$ cat config.mk
export PLATFORM = sky130hd
export DESIGN_NAME = uart_rx
export DESIGN_NICKNAME = d
export VERILOG_FILES = /design/src/rtl/uart_pkg.sv /design/src/rtl/uart_baud_tick.sv /design/src/rtl/uart_rx.sv
export SDC_FILE = /design/constraint.sdc
export NUM_CORES = 1
export LEC_CHECK = 0
export BUFFER_PORTS_ARGS = -buffer_cell sky130_fd_sc_hd__buf_2
export CELL_PAD_IN_SITES_DETAIL_PLACEMENT = 0
export CELL_PAD_IN_SITES_GLOBAL_PLACEMENT = 1
export CORE_AREA = 2 2 64 66
export CTS_CLUSTER_DIAMETER = 100
export DETAILED_ROUTE_END_ITERATION = 8
export DIE_AREA = 0 0 66 68
export PLACE_DENSITY_LB_ADDON = 0.2
export SYNTH_ARGS = -nofsm -noshare
export SYNTH_HDL_FRONTEND = slang
export SYNTH_SLANG_ARGS = --single-unit
export TNS_END_PERCENT = 100
$ cat constraint.sdc
create_clock -name clk -period 2.4 [get_ports clk]
set_input_delay 0.24 -clock clk [delete_from_list [all_inputs] [get_ports clk]]
set_output_delay 0.24 -clock clk [all_outputs]
set_load 0.005 [all_outputs]
$ cat src/rtl/uart_pkg.sv
// Shared UART definitions: FSM states, frame constants and the tick-divider calculation.
// The PARITY state exists only when UART_RX_PARITY_EN is defined.
package uart_pkg;

    localparam int   DATA_BITS  = 8;
    localparam logic IDLE_LEVEL = 1'b1;

    typedef enum logic [2:0] {
        IDLE,
        START,
        DATA,
`ifdef UART_RX_PARITY_EN
        PARITY,
`endif
        STOP,
        WAIT_HIGH
    } uart_state_t;

    // Clocks per oversample tick; never below one so the divider stays legal.
    function automatic int calc_div(input int clk_hz, input int baud, input int oversample);
        int d;
        d = clk_hz / (baud * oversample);
        return (d < 1) ? 1 : d;
    endfunction

endpackage

$ cat src/rtl/uart_baud_tick.sv
// Oversample tick generator: one-cycle tick every DIV clocks, restartable via clear.
module uart_baud_tick #(
    parameter int DIV = 1
) (
    input  logic clk,
    input  logic rst,
    input  logic clear,
    output logic tick
);

    localparam int CW = (DIV > 1) ? $clog2(DIV) : 1;
    localparam logic [CW-1:0] LAST = CW'(DIV - 1);

    logic [CW-1:0] cnt;

    assign tick = (cnt == LAST);

    always_ff @(posedge clk) begin
        if (!rst) begin
            cnt <= '0;
        end else if (clear || tick) begin
            cnt <= '0;
        end else begin
            cnt <= cnt + CW'(1);
        end
    end

endmodule

$ cat src/rtl/uart_rx.sv
// 8-bit UART receiver with oversampled mid-bit sampling and framing-error detection.
// Define UART_RX_PARITY_EN to expect an even-parity bit before the stop bit.
module uart_rx
    import uart_pkg::*;
#(
    parameter int CLK_FREQ_HZ = 100_000_000,
    parameter int BAUD        = 115_200,
    parameter int OVERSAMPLE  = 16
) (
    input  logic       clk,
    input  logic       rst,
    input  logic       rx,
    output logic [7:0] data,
    output logic       valid,
    output logic       frame_err,
    output logic       parity_err,
    output logic       busy
);

    localparam int DIV = calc_div(CLK_FREQ_HZ, BAUD, OVERSAMPLE);
    localparam int CW  = $clog2(OVERSAMPLE);
    localparam int BW  = $clog2(DATA_BITS);
    localparam logic [CW-1:0] HALF_LAST = CW'(OVERSAMPLE / 2 - 1);
    localparam logic [CW-1:0] BIT_LAST  = CW'(OVERSAMPLE - 1);
    localparam logic [BW-1:0] LAST_BIT  = BW'(DATA_BITS - 1);

    logic sync_p0, sync_p1, prev_p2;
    logic tick, start_clr;

    uart_state_t            state, state_nxt;
    logic [CW-1:0]          tick_cnt, tick_cnt_nxt;
    logic [BW-1:0]          bit_cnt, bit_cnt_nxt;
    logic [DATA_BITS-1:0]   shreg, shreg_nxt;
    logic [7:0]             data_nxt;
    logic                   valid_nxt, frame_err_nxt, parity_err_nxt;
`ifdef UART_RX_PARITY_EN
    logic                   par_bad, par_bad_nxt;
`endif

    // Synchroniser stage plus one history flop for falling-edge detection
    always_ff @(posedge clk) begin
        if (!rst) begin
            sync_p0 <= IDLE_LEVEL;
            sync_p1 <= IDLE_LEVEL;
            prev_p2 <= IDLE_LEVEL;
        end else begin
            sync_p0 <= rx;
            sync_p1 <= sync_p0;
            prev_p2 <= sync_p1;
        end
    end

    uart_baud_tick #(.DIV(DIV)) u_baud_tick (
        .clk   (clk),
        .rst   (rst),
        .clear (start_clr),
        .tick  (tick)
    );

    assign busy = (state != IDLE);

    always_comb begin
        state_nxt      = state;
        tick_cnt_nxt   = tick ? tick_cnt + CW'(1) : tick_cnt;
        bit_cnt_nxt    = bit_cnt;
        shreg_nxt      = shreg;
        data_nxt       = data;
        valid_nxt      = 1'b0;
        frame_err_nxt  = 1'b0;
        parity_err_nxt = 1'b0;
        start_clr      = 1'b0;
`ifdef UART_RX_PARITY_EN
        par_bad_nxt    = par_bad;
`endif
        case (state)
            IDLE: begin
                if (prev_p2 == IDLE_LEVEL && sync_p1 != IDLE_LEVEL) begin
                    state_nxt    = START;
                    tick_cnt_nxt = '0;
                    start_clr    = 1'b1;
                end
            end
            START: begin
                if (tick && tick_cnt == HALF_LAST) begin
                    tick_cnt_nxt = '0;
                    bit_cnt_nxt  = '0;
                    state_nxt    = (sync_p1 == IDLE_LEVEL) ? IDLE : DATA;
                end
            end
            DATA: begin
                if (tick && tick_cnt == BIT_LAST) begin
                    tick_cnt_nxt = '0;
                    shreg_nxt    = {sync_p1, shreg[DATA_BITS-1:1]};
                    bit_cnt_nxt  = bit_cnt + BW'(1);
                    if (bit_cnt == LAST_BIT) begin
`ifdef UART_RX_PARITY_EN
                        state_nxt = PARITY;
`else
                        state_nxt = STOP;
`endif
                    end
                end
            end
`ifdef UART_RX_PARITY_EN
            PARITY: begin
                if (tick && tick_cnt == BIT_LAST) begin
                    tick_cnt_nxt = '0;
                    par_bad_nxt  = (sync_p1 != ^shreg);
                    state_nxt    = STOP;
                end
            end
`endif
            STOP: begin
                if (tick && tick_cnt == BIT_LAST) begin
                    tick_cnt_nxt = '0;
                    if (sync_p1 == IDLE_LEVEL) begin
                        data_nxt  = shreg;
                        valid_nxt = 1'b1;
`ifdef UART_RX_PARITY_EN
                        parity_err_nxt = par_bad;
`endif
                        state_nxt = IDLE;
                    end else begin
                        // Low stop bit: hold off until the line recovers so a break cannot retrigger.
                        frame_err_nxt = 1'b1;
                        state_nxt     = WAIT_HIGH;
                    end
                end
            end
            WAIT_HIGH: begin
                if (sync_p1 == IDLE_LEVEL) begin
                    state_nxt = IDLE;
                end
            end
            default: state_nxt = IDLE;
        endcase
    end

    always_ff @(posedge clk) begin
        if (!rst) begin
            state      <= IDLE;
            tick_cnt   <= '0;
            bit_cnt    <= '0;
            shreg      <= '0;
            data       <= 8'h00;
            valid      <= 1'b0;
            frame_err  <= 1'b0;
            parity_err <= 1'b0;
`ifdef UART_RX_PARITY_EN
            par_bad    <= 1'b0;
`endif
        end else begin
            state      <= state_nxt;
            tick_cnt   <= tick_cnt_nxt;
            bit_cnt    <= bit_cnt_nxt;
            shreg      <= shreg_nxt;
            data       <= data_nxt;
            valid      <= valid_nxt;
            frame_err  <= frame_err_nxt;
            parity_err <= parity_err_nxt;
`ifdef UART_RX_PARITY_EN
            par_bad    <= par_bad_nxt;
`endif
        end
    end

endmodule

[Word-level counts from Yosys, hierarchy flattened]
Cells that the tools add are included.
Storage, ports and cells
  register bits: 37
  word-level logic and storage cells: 65
Cells by class
  $add $sub $neg: 3
  eq/ne operators: 14
  mux-type cells: 21
  bitwise logic cells: 2
  reduce and logical (&&, ||, !) cells: 14
Operators by type and width (number)
  $mux W3: 9
  $mux W4: 4
  $pmux W3 S5: 1
  $ne A2 B2 Y1 const B: 6
  $pmux W4 S3: 1
  $reduce_and A3 Y1: 3
  $add A6 B1 Y6 const B: 1
  $eq A3 B2 Y1 const B: 2
  $eq A3 B3 Y1 const B: 2
  $eq A6 B6 Y1 const B: 1
  $pmux W3 S2: 1
  $reduce_and A6 Y1: 1
  $add A4 B1 Y4 const B: 1
  $eq A4 B3 Y1 const B: 1
  $eq A4 B4 Y1 const B: 1
  $mux W1: 4
  $reduce_or A2 Y1: 2
  $add A3 B1 Y3 const B: 1
  $eq A3 B1 Y1 const B: 1
  $logic_and A1 B1 Y1: 3
  $logic_not A3 Y1: 1
  $reduce_bool A3 Y1: 1
  $mux W2: 1
  $not A1 Y1: 2
  3 further kinds: 3

[Depth between registers and ports, before layout]
  depth in word-level cells: 6
  gate-level depth with buffers: 7
  gate-level depth less buffers: 6

[Modules after synthesis]
From an unflattened synthesis, not the netlist that was laid out.
Second synthesis, totals
  cell total of the unflattened synthesis: 151
  area total of the unflattened synthesis: 1529.0 µm²
By module, submodules not included
  uart_rx: instances 1, cells each 122, area an instance 1266.2 µm², sequential area each 620.6 µm²
  uart_baud_tick: instances 1, cells each 29, area an instance 262.8 µm², sequential area each 120.1 µm²

[Worst setup path after synthesis]
OpenSTA, ideal clock, no wires.
  path kind: register to register
  start point: reg u_baud_tick.cnt[0]
  end point: reg bit_cnt[0]
  arrival time: 1670 ps
  slack: 609 ps
  stages on the path, launching flop included: 6
  buffers on the path: 0
  clock period less this slack: 1791 ps
  path through: dfxtp_1 > ha_1 > nand4_4 > or2_1 > o41a_1 > mux2_2
Between the ends
  word-level cells in the longest chain between the ends: 4
Ends and longest elaborated chain
  start: declaration: RTL line uart_baud_tick.sv:14  | logic [CW-1:0] cnt;
  start signal: assignment: RTL line uart_baud_tick.sv:24  | cnt <= cnt + CW'(1);
  $eq A6 B6 Y1 (*): RTL line uart_baud_tick.sv:16  | assign tick = (cnt == LAST);
  $logic_and A1 B1 Y1, on equally long branches: RTL line uart_rx.sv:91, uart_rx.sv:84
  $ne A2 B2 Y1 (no line)
  $reduce_and A3 Y1 (no line) (*)
  end signal: assignment: RTL line uart_rx.sv:155  | bit_cnt <= bit_cnt_nxt;
  end: declaration: RTL line uart_rx.sv:32  | logic [BW-1:0] bit_cnt, bit_cnt_nxt;
Mark *: on every way between the ends. The rest lies on a longest branch, timed or not.
A chain may end at the register's enable or synchronous reset.

[Final worst setup path]
Same ends and word-level chain as after synthesis.

==> impl_metrics.toml <==
[run_status]
status = "complete, no violations"

[place]
place_ws_ns = 0.502
gp_congestion = 0.778
dp_hpwl_um = 2150
port_buffers = 13

[finish]
layout-drive-gt1-share_pct = 16.8
nets = 187
seq_area_um2 = 741
n_antenna_cell = 0
fillers = 378
utilization_pct = 47.3
syn_to_final_growth_pct = 14.6
multi_input_area_um2 = 815

[grt]
met1_usage_pct = 15.8
met2_usage_pct = 25.6
grt-busiest-layer = "met2"
grt-ovfl-total = 0
grt_max_degree = 19
antenna_found_initial = 0
met3_usage_pct = 4.93
grt_pass1_vias = 1067
grt_first_pass_wirelength_um = 4800
groute.usage.overall_pct = 14.6

[floorplanning]
die_w_um = 66
initial_core_util_pct = 41.3
rows = 23
coreArea_um2 = 3860
die_area_um2 = 4490
chipHeight_um = 68
io_pins = 15

[clock_network]
cts_buffer_depth = 2
clk_pin_slew_ns = 0.08
root_buffer = "clkbuf_8"
clk_latency_ns = 0.29
cts_tree = "built"
ctsResizeCount = 0
cts_made_buffers = 5
h-tree-depth = 2
hold_buffers = 0
clkSinkCount = 37
cts_setup_buffers = 0

[worst_setup_path]
worstPathArrival_ns = 2.09
slowest_delay_ns = 0.45
crit_family = "simple AND/OR/NAND/NOR gates"
slowest_stage = "o41a_1"
crit_chain = "ha_1 > nand4_4 > or2_1 > o41a_1 > mux2_2"
critPathMaxFanout = 6
cp-start-kind = "register"
critPathCaptureType = "register"
path_buf_inv = 0
rr_worst_depth = 5
critical_path_class = "reg -> reg"
required_ns = 2.59
crit_cells = 5

[pwr]
power_leakage_nw = 0.680
p_per_area_nw_per_um2 = 672
vdd_drop_max_mv = 0.366

[yosys]
synthMostInstantiatedCell = "dfxtp_1"
ys.flop_type = "dfxtp_1"
synth.largest_area_cell = "dfxtp_1"
syn-cell-area_um2 = 1590
netlist.area_leader.share_pct = 46.5
synthArstFlopShare_pct = 0
synth_seq_area_share_pct = 46.5
yosysWarnings = 0
synthCells = 163
yosys.cell_types.count = 42
synth_seq_cells = 37
syn_avg_cell_area_um2 = 9.77
synth_common_cells = "dfxtp_1 (37), nor2_1 (31), mux2i_1 (16), nand2_1 (7), ha_1 (6)"
synth-edff-count = 0
syn-num-nets = 172
synth_area_leaders = "dfxtp_1 (47%), mux2i_1 (10%), nor2_1 (7.3%), ha_1 (4.7%), xnor2_1 (2.7%)"

[hold_path]
hold_depth = 2
worstHoldPathType = "in -> reg"

[routing]
wire_per_inst_um = 12.8
wl_um = 2920
first_iter_violations = 78
drc = 0
dr.pass1.iters = 4
final_antenna_net_count = 0
num_vias = 1143
vias_per_cell = 4.99

[sta]
slew_violations = 0
fin_ws_ns = 0.497
tightest_slew_ns = 0.539
rsz0062_at_grt = "no"
finalHoldViolations = 0
fin_skew_ns = 0.0114
period_minus_slack_ns = 1.90
timing.slew.headroom_pct = 63.9
setup-tns-final_ns = 0
finalSetupViolCount = 0
post-route-period-util_pct = 79.3
max_freq_ghz = 0.525

[job]
cap_violations = 0
## layout make-up
cell class | instances | area share (%)
Sequential cell | 37 | 40.6
Timing Repair Buffer | 15 | 4.39
Multi-Input combinational cell | 117 | 44.6
Clock buffer | 6 | 4.52
Inverter | 2 | 0.411
Tap cell | 50 | 3.43
Clock inverter | 2 | 2.06
## power breakdown
part | leakage [nW] | switching, mW | internal [mW]
Combinational | 0.323 | 0.0240 | 0.0163
Clock | 0.0574 | 0.218 | 0.338
Sequential | 0.299 | 0.00933 | 0.621
## cell usage in the layout, fill, tap and decap left out, types with 2 or more instances in the layout
master    synthesis  routed
a21oi_1           3       3
a22o_1            2       2
buf_2             2      13
buf_4             2       2
clkbuf_8          0       6
dfxtp_1          37      37
ha_1              6       6
mux2i_1          16      16
nand2_1           7       7
nand2b_1          5       5
nand3_1           4       4
nand4b_1          3       3
nor2_1           31      31
nor2b_1           4       4
nor3_1            2       2
o21ai_0           4       4
xnor2_1           5       5
xor2_1            2       2
## worst reg2reg max path: cells and delay by family (launching register included)
| kind | cells | cell delay (ns) |
|---|---|---|
| simple gates | 2 | 0.47 |
| compound gates | 1 | 0.45 |
| flops | 1 | 0.37 |
| mux | 1 | 0.27 |
| fa+ha+maj | 1 | 0.25 |
## state kept, by name, indices dropped and copies added, names as in the netlist, 3 cells and up
signal and count:
shreg 8, bit_cnt 3, state 3, u_baud_tick.cnt 6, data 8, tick_cnt 4
## cells by family (layout without fill, tap and decap cells)
group / after synthesis / in the layout / share of synthesized area [%]
simple gates: 68 / 68 / 22.9
flops: 37 / 37 / 46.5
compound gates: 18 / 18 / 8.25
mux: 17 / 17 / 10.8
buf+inv: 9 / 25 / 2.75
xor+xnor: 7 / 7 / 3.85
fa+ha+maj: 6 / 6 / 4.71
other cells: 1 / 1 / 0.235
## final timing paths
kind | start | slack, ns | to
setup reg to reg | u_baud_tick.cnt[0] | 0.50 | bit_cnt[0]
hold / removal | rx | 0.12 | sync_p0
setup / recovery | u_baud_tick.cnt[0] | 0.50 | bit_cnt[0]
hold reg to reg | sync_p0 | 0.42 | sync_p1
## through the flow
step / std cells / instance area [um^2] / hold slack (ns) / total power [mW]
after floorplan: 163 / 1590 / 0.313 / 0.674
after global placement: 221 / 1710 / 0.395 / 0.684
after detailed placement: 221 / 1710 / 0.411 / 0.685
after CTS: 229 / 1830 / 0.116 / 1.24
after global routing: 229 / 1830 / 0.124 / 1.28
final: 229 / 1830 / 0.123 / 1.23
## routing by layer
| layer | routed length (um) | up-vias |
|---|---|---|
| li1 | - | 591 |
| met1 | 1320 | 529 |
| met2 | 1430 | 16 |
| met3 | 114 | 7 |
| met4 | 57 | 0 |
| met5 | 0 | - |
Power figures use the tool's default switching activity.
